**src/rtl/soh_pkg.sv**
```systemverilog
// rtl/soh_pkg.sv - shared select encodings and operand type for the second operand handler
package soh_pkg;

    typedef logic [31:0] operand_t;
    typedef logic [2:0]  sel_t;

    localparam sel_t SEL_PB    = 3'b000;
    localparam sel_t SEL_IMM_I = 3'b001;
    localparam sel_t SEL_IMM_S = 3'b010;
    localparam sel_t SEL_UPPER = 3'b011;
    localparam sel_t SEL_PC    = 3'b100;
    localparam sel_t SEL_SHAMT = 3'b101;
    localparam sel_t SEL_AUIPC = 3'b110;
    localparam sel_t SEL_ZERO  = 3'b111;

    function automatic operand_t sext12(input logic [11:0] imm);
        return {{20{imm[11]}}, imm};
    endfunction

endpackage

```
**src/rtl/soh_imm_ext.sv**
```systemverilog
// rtl/soh_imm_ext.sv - combinational I/S/U immediate and shift-amount expansion
module soh_imm_ext
    import soh_pkg::*;
(
    input  logic [11:0] imm12_I,
    input  logic [11:0] imm12_S,
    input  logic [19:0] imm20,
    output operand_t    imm_i,
    output operand_t    imm_s,
    output operand_t    imm_u,
    output operand_t    shamt
);

    assign imm_i = sext12(imm12_I);
    assign imm_s = sext12(imm12_S);
    assign imm_u = {imm20, 12'h000};
    // Shift amount reuses the low five bits of the I-type immediate field.
    assign shamt = {27'b0, imm12_I[4:0]};

endmodule

```
**src/rtl/second_operand_handler.sv**
```systemverilog
// rtl/second_operand_handler.sv - select mux and output register; SOH_AUIPC_EN enables PC+upper on Si=110
module second_operand_handler
    import soh_pkg::*;
(
    input  logic        clk,
    input  logic        rst_n,
    input  logic        in_valid,
    input  logic [2:0]  Si,
    input  logic [31:0] PB,
    input  logic [11:0] imm12_I,
    input  logic [11:0] imm12_S,
    input  logic [31:0] PC,
    input  logic [19:0] imm20,
    output logic [31:0] N,
    output logic        out_valid
);

    operand_t imm_i;
    operand_t imm_s;
    operand_t imm_u;
    operand_t shamt;
    operand_t auipc;
    operand_t next_n;

    soh_imm_ext u_imm_ext (
        .imm12_I (imm12_I),
        .imm12_S (imm12_S),
        .imm20   (imm20),
        .imm_i   (imm_i),
        .imm_s   (imm_s),
        .imm_u   (imm_u),
        .shamt   (shamt)
    );

`ifdef SOH_AUIPC_EN
    assign auipc = PC + imm_u;
`else
    assign auipc = '0;
`endif

    always_comb begin
        next_n = '0;
        case (Si)
            SEL_PB:    next_n = PB;
            SEL_IMM_I: next_n = imm_i;
            SEL_IMM_S: next_n = imm_s;
            SEL_UPPER: next_n = imm_u;
            SEL_PC:    next_n = PC;
            SEL_SHAMT: next_n = shamt;
            SEL_AUIPC: next_n = auipc;
            SEL_ZERO:  next_n = '0;
        endcase
    end

    // N only moves on a valid beat; out_valid is in_valid delayed one cycle.
    always_ff @(posedge clk or negedge rst_n) begin
        if (!rst_n) begin
            N         <= '0;
            out_valid <= 1'b0;
        end else begin
            out_valid <= in_valid;
            if (in_valid) begin
                N <= next_n;
            end
        end
    end

endmodule

```
**config.mk**
```make
export PLATFORM = sky130hd
export DESIGN_NAME = second_operand_handler
export DESIGN_NICKNAME = d
export VERILOG_FILES = /design/src/rtl/soh_pkg.sv /design/src/rtl/soh_imm_ext.sv /design/src/rtl/second_operand_handler.sv
export SDC_FILE = /design/constraint.sdc
export NUM_CORES = 1
export LEC_CHECK = 0
export CAP_MARGIN = 25
export CELL_PAD_IN_SITES_DETAIL_PLACEMENT = 1
export CELL_PAD_IN_SITES_GLOBAL_PLACEMENT = 1
export CORE_MARGIN = 4
export CORE_UTILIZATION = 33
export CTS_CLUSTER_DIAMETER = 40
export DETAILED_ROUTE_END_ITERATION = 10
export PLACE_DENSITY = 0.87
export SETUP_SLACK_MARGIN = 0.4
export SYNTH_ARGS = -nofsm -noshare
export SYNTH_HDL_FRONTEND = slang
export SYNTH_HIERARCHICAL = 1
export SYNTH_SLANG_ARGS = --single-unit
```
**constraint.sdc**
```tcl
create_clock -name clk -period 0.9 [get_ports clk]
set_input_delay 0.135 -clock clk [delete_from_list [all_inputs] [get_ports clk]]
set_output_delay 0.135 -clock clk [all_outputs]
set_load 0.02 [all_outputs]
```
# [Yosys cells after proc, flatten, opt, wreduce, memory -nomap -nowiden]
# Index checks and enable logic that the tools add are counted.
[op_classes] n_eq_ne=7 mux=1 n_reduce_logical=2
[ops] op="$pmux W32 S7" count=1
[ops] op="$eq A3 B3 Y1 const B" count=4
[ops] op="$eq A3 B2 Y1 const B" count=2
[ops] op="$eq A3 B1 Y1 const B" count=1
[ops] op="$logic_not A3 Y1" count=1
[ops] op="$reduce_or A2 Y1" count=1
[word_totals] ff_bits=33 input_bits=114 out_inout_bits=33 word_cells=12

# [Longest topological paths before layout]
[logic_depth] depth_word=3 depth_mapped=6 mapped_depth_nobuf=3

# [Cells and area by module]
# Netlist, hierarchy kept.
[modules_own_cells] module="second_operand_handler" n_inst=1 cells_per_inst=296 area_each_um2=2830.2 seq_area_each_um2=825.8
[modules_own_cells] module="soh_imm_ext" n_inst=1 cells_per_inst=129 area_each_um2=964.7 seq_area_each_um2=0.0

# [Worst setup path before layout]
# No wires, ideal clock.
[synth_path] kind="input to register" start="in Si[2]" end="reg N[12]" setup_ns=0.141 arrival_time_ns=1.115 required_ns=0.759 path_slack_ns=-0.356 stages=5 n_path_buf=2 cell_sequence="buf_6 > or4b_4 > buf_6 > o22ai_2 > a31oi_1"
[synth_via] elab_chain_cells=3 elab_cells_between_ends=10 cone_classes="7 x eq/ne; 1 x mux; 2 x reduce/logical"
[synth_lines] element="from (decl)" line="second_operand_handler.sv:8" rtl="input logic [2:0] Si,"
[synth_lines] element="$eq A3 B3 Y1" line="second_operand_handler.sv:43" rtl="case (Si)"
[synth_lines] element="$reduce_or A2 Y1 (no line)"
[synth_lines] element="$pmux W32 S7 *" line="second_operand_handler.sv:43"
[synth_lines] element="to (signal assigned)" line="second_operand_handler.sv:63" rtl="N <= next_n;"
[synth_lines] element="to (decl)" line="second_operand_handler.sv:14" rtl="output logic [31:0] N,"
# Every way passes the cells marked *; elsewhere a longest branch is shown, timed or not.
# A chain may end at the register's enable or synchronous reset.

# [Worst setup path after layout]
[layout_path] start="in Si[0]" end="reg N[22]"
# Same word-level chain as after synthesis.

==> impl.org <==
** Synthesis
- For this run, asynchronously set or reset flops after synthesis account for 1.00.
- Yosys instantiated no cell more often than buf_4.
- Main combinational cell family by area after synthesis :: buffers and inverters
- After synthesis the netlist holds a flip-flop and latch count of 33.
- Fraction of synthesized cell area taken by the top area cell type :: 0.265
- For this run, the register share of the synthesized area comes to 0.218.
- The complex-gate fraction of the synthesized area was 0.267.
- The most used flip-flop cell after synthesis is dfrtp_1.
- Synth Cell Area :: 3790 um^2
- Each instance of the synthesized netlist takes up on average 8.93 um^2.
- Commonest cells in the synthesized netlist :: 134 x buf_4, 33 x dfrtp_1, 28 x mux2_2
- Multiplexer share of the synthesized area :: 0.117
- Biggest area contributors in the synthesized netlist :: buf_4 27%, dfrtp_1 22%, mux2_2 8.3%, o22ai_2 6.6%, a221o_1 6.1%
- Cell type contributing the most total cell area after synthesis :: buf_4
- Post-synth EDFFs :: 0
- Of the total synthesized cell area, the portion taken by full adders, half adders and majority gates is 0.
- Total number of yosys warnings :: 6
- Post-Synth XOR/XNOR Area :: 0
- Count of mapped cells out of synthesis :: 425
- Share of synthesized cell area in and, or, nand and nor gates :: 0.0666
- Distinct cell type count after synthesis :: 26

** Status
- The final reports fail on negative hold slack, negative setup slack.
- Outcome :: finished, violations left

** Placement
- Placed Instances :: 634
- Worst-case setup slack after placement :: -1.21 ns
- At the end of routability-driven placement, the weighted congestion stood at 0.772.
- Buffers placed on the I/O ports in this run total 146.
- In this run the cell area measured after placement is 4860 um^2.
- Sum of net half-perimeters after detailed placement :: 9730 um

** Clock network
- Number of buffers on the longest clock path :: 2
- Number of CTS-inserted buffers :: 5
- The tree is rooted in a clkbuf_16.
- TritonCTS clock tree :: done
- Clock sink total :: 33
- The later pin in the worst-skew pair is clocked with a latency of 0.28 ns.
- The H-tree was split into 2 levels.
- After clock tree synthesis, the clock-pin slew on the worst setup and hold paths is 0.05 ns.

** Die
- Initial core utilization :: 0.344
- Number of placement rows :: 38
- Die area :: 13,300 um^2
- The core region is 11,000 um^2.
- Y dimension of the die :: 115 um
- I/O pin total :: 147
- From left edge to right edge, the die measures 115 um.

** Timing
- Setup repair after global routing could not meet its margin everywhere.
- Worst hold margin :: -0.181 ns
- PnR worst setup slack :: -0.266 ns
- The total count of hold-check failures in the final report is 33.
- For the final routed database, the setup TNS stands at -8.45 ns.
- The number of pins exceeding their max-slew limit in the final report was 0.
- Total of endpoints with negative setup slack in the final report :: 65
- On the final layout, the worst clock skew is 0 ns.
- Highest attainable clock frequency :: 0.858 GHz
- Dividing the final minimum period by the clock period gives 1.30.
- For the finished layout, the period the worst path requires is 1.17 ns.

** Power and ir drop
- Of the total power, registers draw 0.286.
- Dividing total power by cell area gives a power density of 1170 nW/um^2.
- Cell Int Power :: 4.43 mW
- Clock share of power :: 0.271
- Proportion of power drawn by combinational gates :: 0.443
- Of the total power, the share spent switching nets is 0.317.
- Across the VDD grid, the largest voltage drop is 0.601 mV.
- For this design the total switching power over the nets is 2.06 mW.
- The analysis attributes to cell leakage a power of 2.36 nW.
- Tot Pwr :: 6.48 mW

** Cells and area
- After filler insertion, the fill cell instance count of the layout stands at 1,232.
- Final cell count without fillers :: 668
- For this run, the share of the core covered by cells in the final layout is 0.504.
- After the last flow step, the layout net total stands at 640.
- Post-synthesis to final-layout area growth :: 46.5%
- Ratio of cells with drive above 1 in the final layout :: 0.406
- The finished cells cover 5560 um^2.

** Detailed routing
- Wire length per cell :: 21.8 um
- Remaining number of nets flagged by the antenna check after routing :: 0
- The pre-antenna-repair detailed-routing pass consisted of 5 iterations.
- Wires add up to 14,600 um.
- Vias :: 3,502
- Per-cell via count in the routed design :: 5.24
- For this run, design rule violations remaining after detail routing come to 0.
- Number of DRC markers in iteration 0 :: 233

** Critical path
- The critical path in this run is classified as in -> reg.
- The largest single stage delay on the critical path is 0.60 ns.
- Worst R2R Path Depth :: 3
- Worst path required time :: 1.05 ns
- The worst setup path is launched from an input pin.
- Of all nets on the critical path, the largest fanout is 9.
- Worst path arrival time :: 1.32 ns
- Traced cell by cell, the critical path runs through buf_8, buf_6, or4b_4, buf_16, o22ai_2, a21oi_1.
- The worst setup path is captured at a flop.
- Flop2flop setup slack :: -0.01 ns
- Launch point of the worst reg-to-reg path :: N[20]
- The largest individual stage delay along the critical path comes from the cell or4b_4.
- Worst reg2reg endpoint :: N[20]

** Global routing
- Total global-route track usage :: 0.204
- First-pass GRT wire length :: 21,100 um
- Via count of the first global-routing pass :: 3,854
- Total congestion overflow after global routing :: 0
- Antenna violations before repair :: 1
- Largest net degree at the start of global routing :: 57

** Job
- Max-cap violations in this run came to 0.

** Hold path
- Type of the tightest min-delay check :: in -> async
==> worst max-delay path: cells and delay by family <==
family / cells / cell delay [ns]
and+or+nand+nor: 1 / 0.60
buffers and inverters: 3 / 0.40
AOI/OAI and AO/OA: 2 / 0.17
==> worst max path at each step <==
stage | start | endpoint | cells past startpoint
global route | Si[0] | N[22] | 6
global placement | Si[1] | N[4] | 4
CTS | Si[0] | N[4] | 6
detailed placement | Si[1] | N[1] | 4
finish | Si[0] | N[22] | 6
floorplan | Si[0] | N[12] | 5
==> cells in the final DEF (no fill, tap or decap), types with 2 or more instances in the layout <==
| cell type | count |
|---|---|
| buf_12 | 8 |
| or3_4 | 2 |
| o22ai_2 | 18 |
| clkbuf_16 | 7 |
| o22ai_1 | 12 |
| buf_4 | 46 |
| mux2i_1 | 13 |
| buf_16 | 2 |
| a32oi_1 | 13 |
| buf_2 | 4 |
| o22ai_4 | 2 |
| dfrtp_2 | 22 |
| mux2_2 | 26 |
| clkdlybuf4s50_1 | 106 |
| a31oi_1 | 13 |
| a221oi_2 | 16 |
| a221oi_1 | 3 |
| clkbuf_1 | 2 |
| conb_1 | 39 |
| nor2b_4 | 3 |
| mux2_4 | 2 |
| a21oi_1 | 14 |
| buf_6 | 44 |
| nand2b_1 | 19 |
| nand2_1 | 19 |
| a221o_1 | 23 |
| dfrtp_1 | 11 |
| inv_1 | 23 |
| a21oi_2 | 5 |
==> sequential cells by signal (all words and copies together) (netlist names) <==
register and cells:
N 32, out_valid 1
==> final cells by class <==
| cell class | instances | area [um^2] | area share |
|---|---|---|---|
| Timing Repair Buffer | 215 | 2240 | 0.403 |
| Multi-Input combinational cell | 247 | 2050 | 0.369 |
| Sequential cell | 33 | 853 | 0.154 |
| Tap cell | 140 | 175 | 0.0315 |
| Clock buffer | 8 | 146 | 0.0263 |
| Inverter | 24 | 90.1 | 0.0162 |
| Antenna cell | 1 | 2.50 | 0.000450 |
==> timing repair <==
action                                  CTS  global route
gates resized for setup                 250            15
buffers inserted                         11             6
hold endpoints to repair                 33            33
pin swaps                                 3             9
cloned                                    5             3
endpoints found under the setup margin   65            66
==> routing by layer <==
| metal | vias to the layer above | GRT usage | share of wire |
|---|---|---|---|
| met5 | - | 0 | 0 |
| met4 | 0 | 0.0665 | 0.030 |
| met3 | 32 | 0.0253 | 0.043 |
| met2 | 136 | 0.374 | 0.53 |
| met1 | 1747 | 0.245 | 0.40 |
| li1 | 1587 | - | - |
==> cell families (layout without fill, tap and decap cells) <==
kind of cell / after synthesis / in the layout
flip-flops: 33 / 33
multiplexers: 41 / 41
buffers and inverters: 185 / 247
other: 1 / 40
AO/OA/AOI/OAI: 119 / 119
AND/OR/NAND/NOR: 46 / 48
==> power by group through the flow <==
stage	Combinational [mW]	Clock (mW)	Sequential (mW)
finish	2.87	1.75	1.85
global route	3.04	1.83	1.87
CTS	2.74	1.77	1.85
detailed placement	2.48	0	1.84
global placement	2.39	0	1.83
floorplan	1.23	0	2.07
Power figures use the tool's default switching activity.
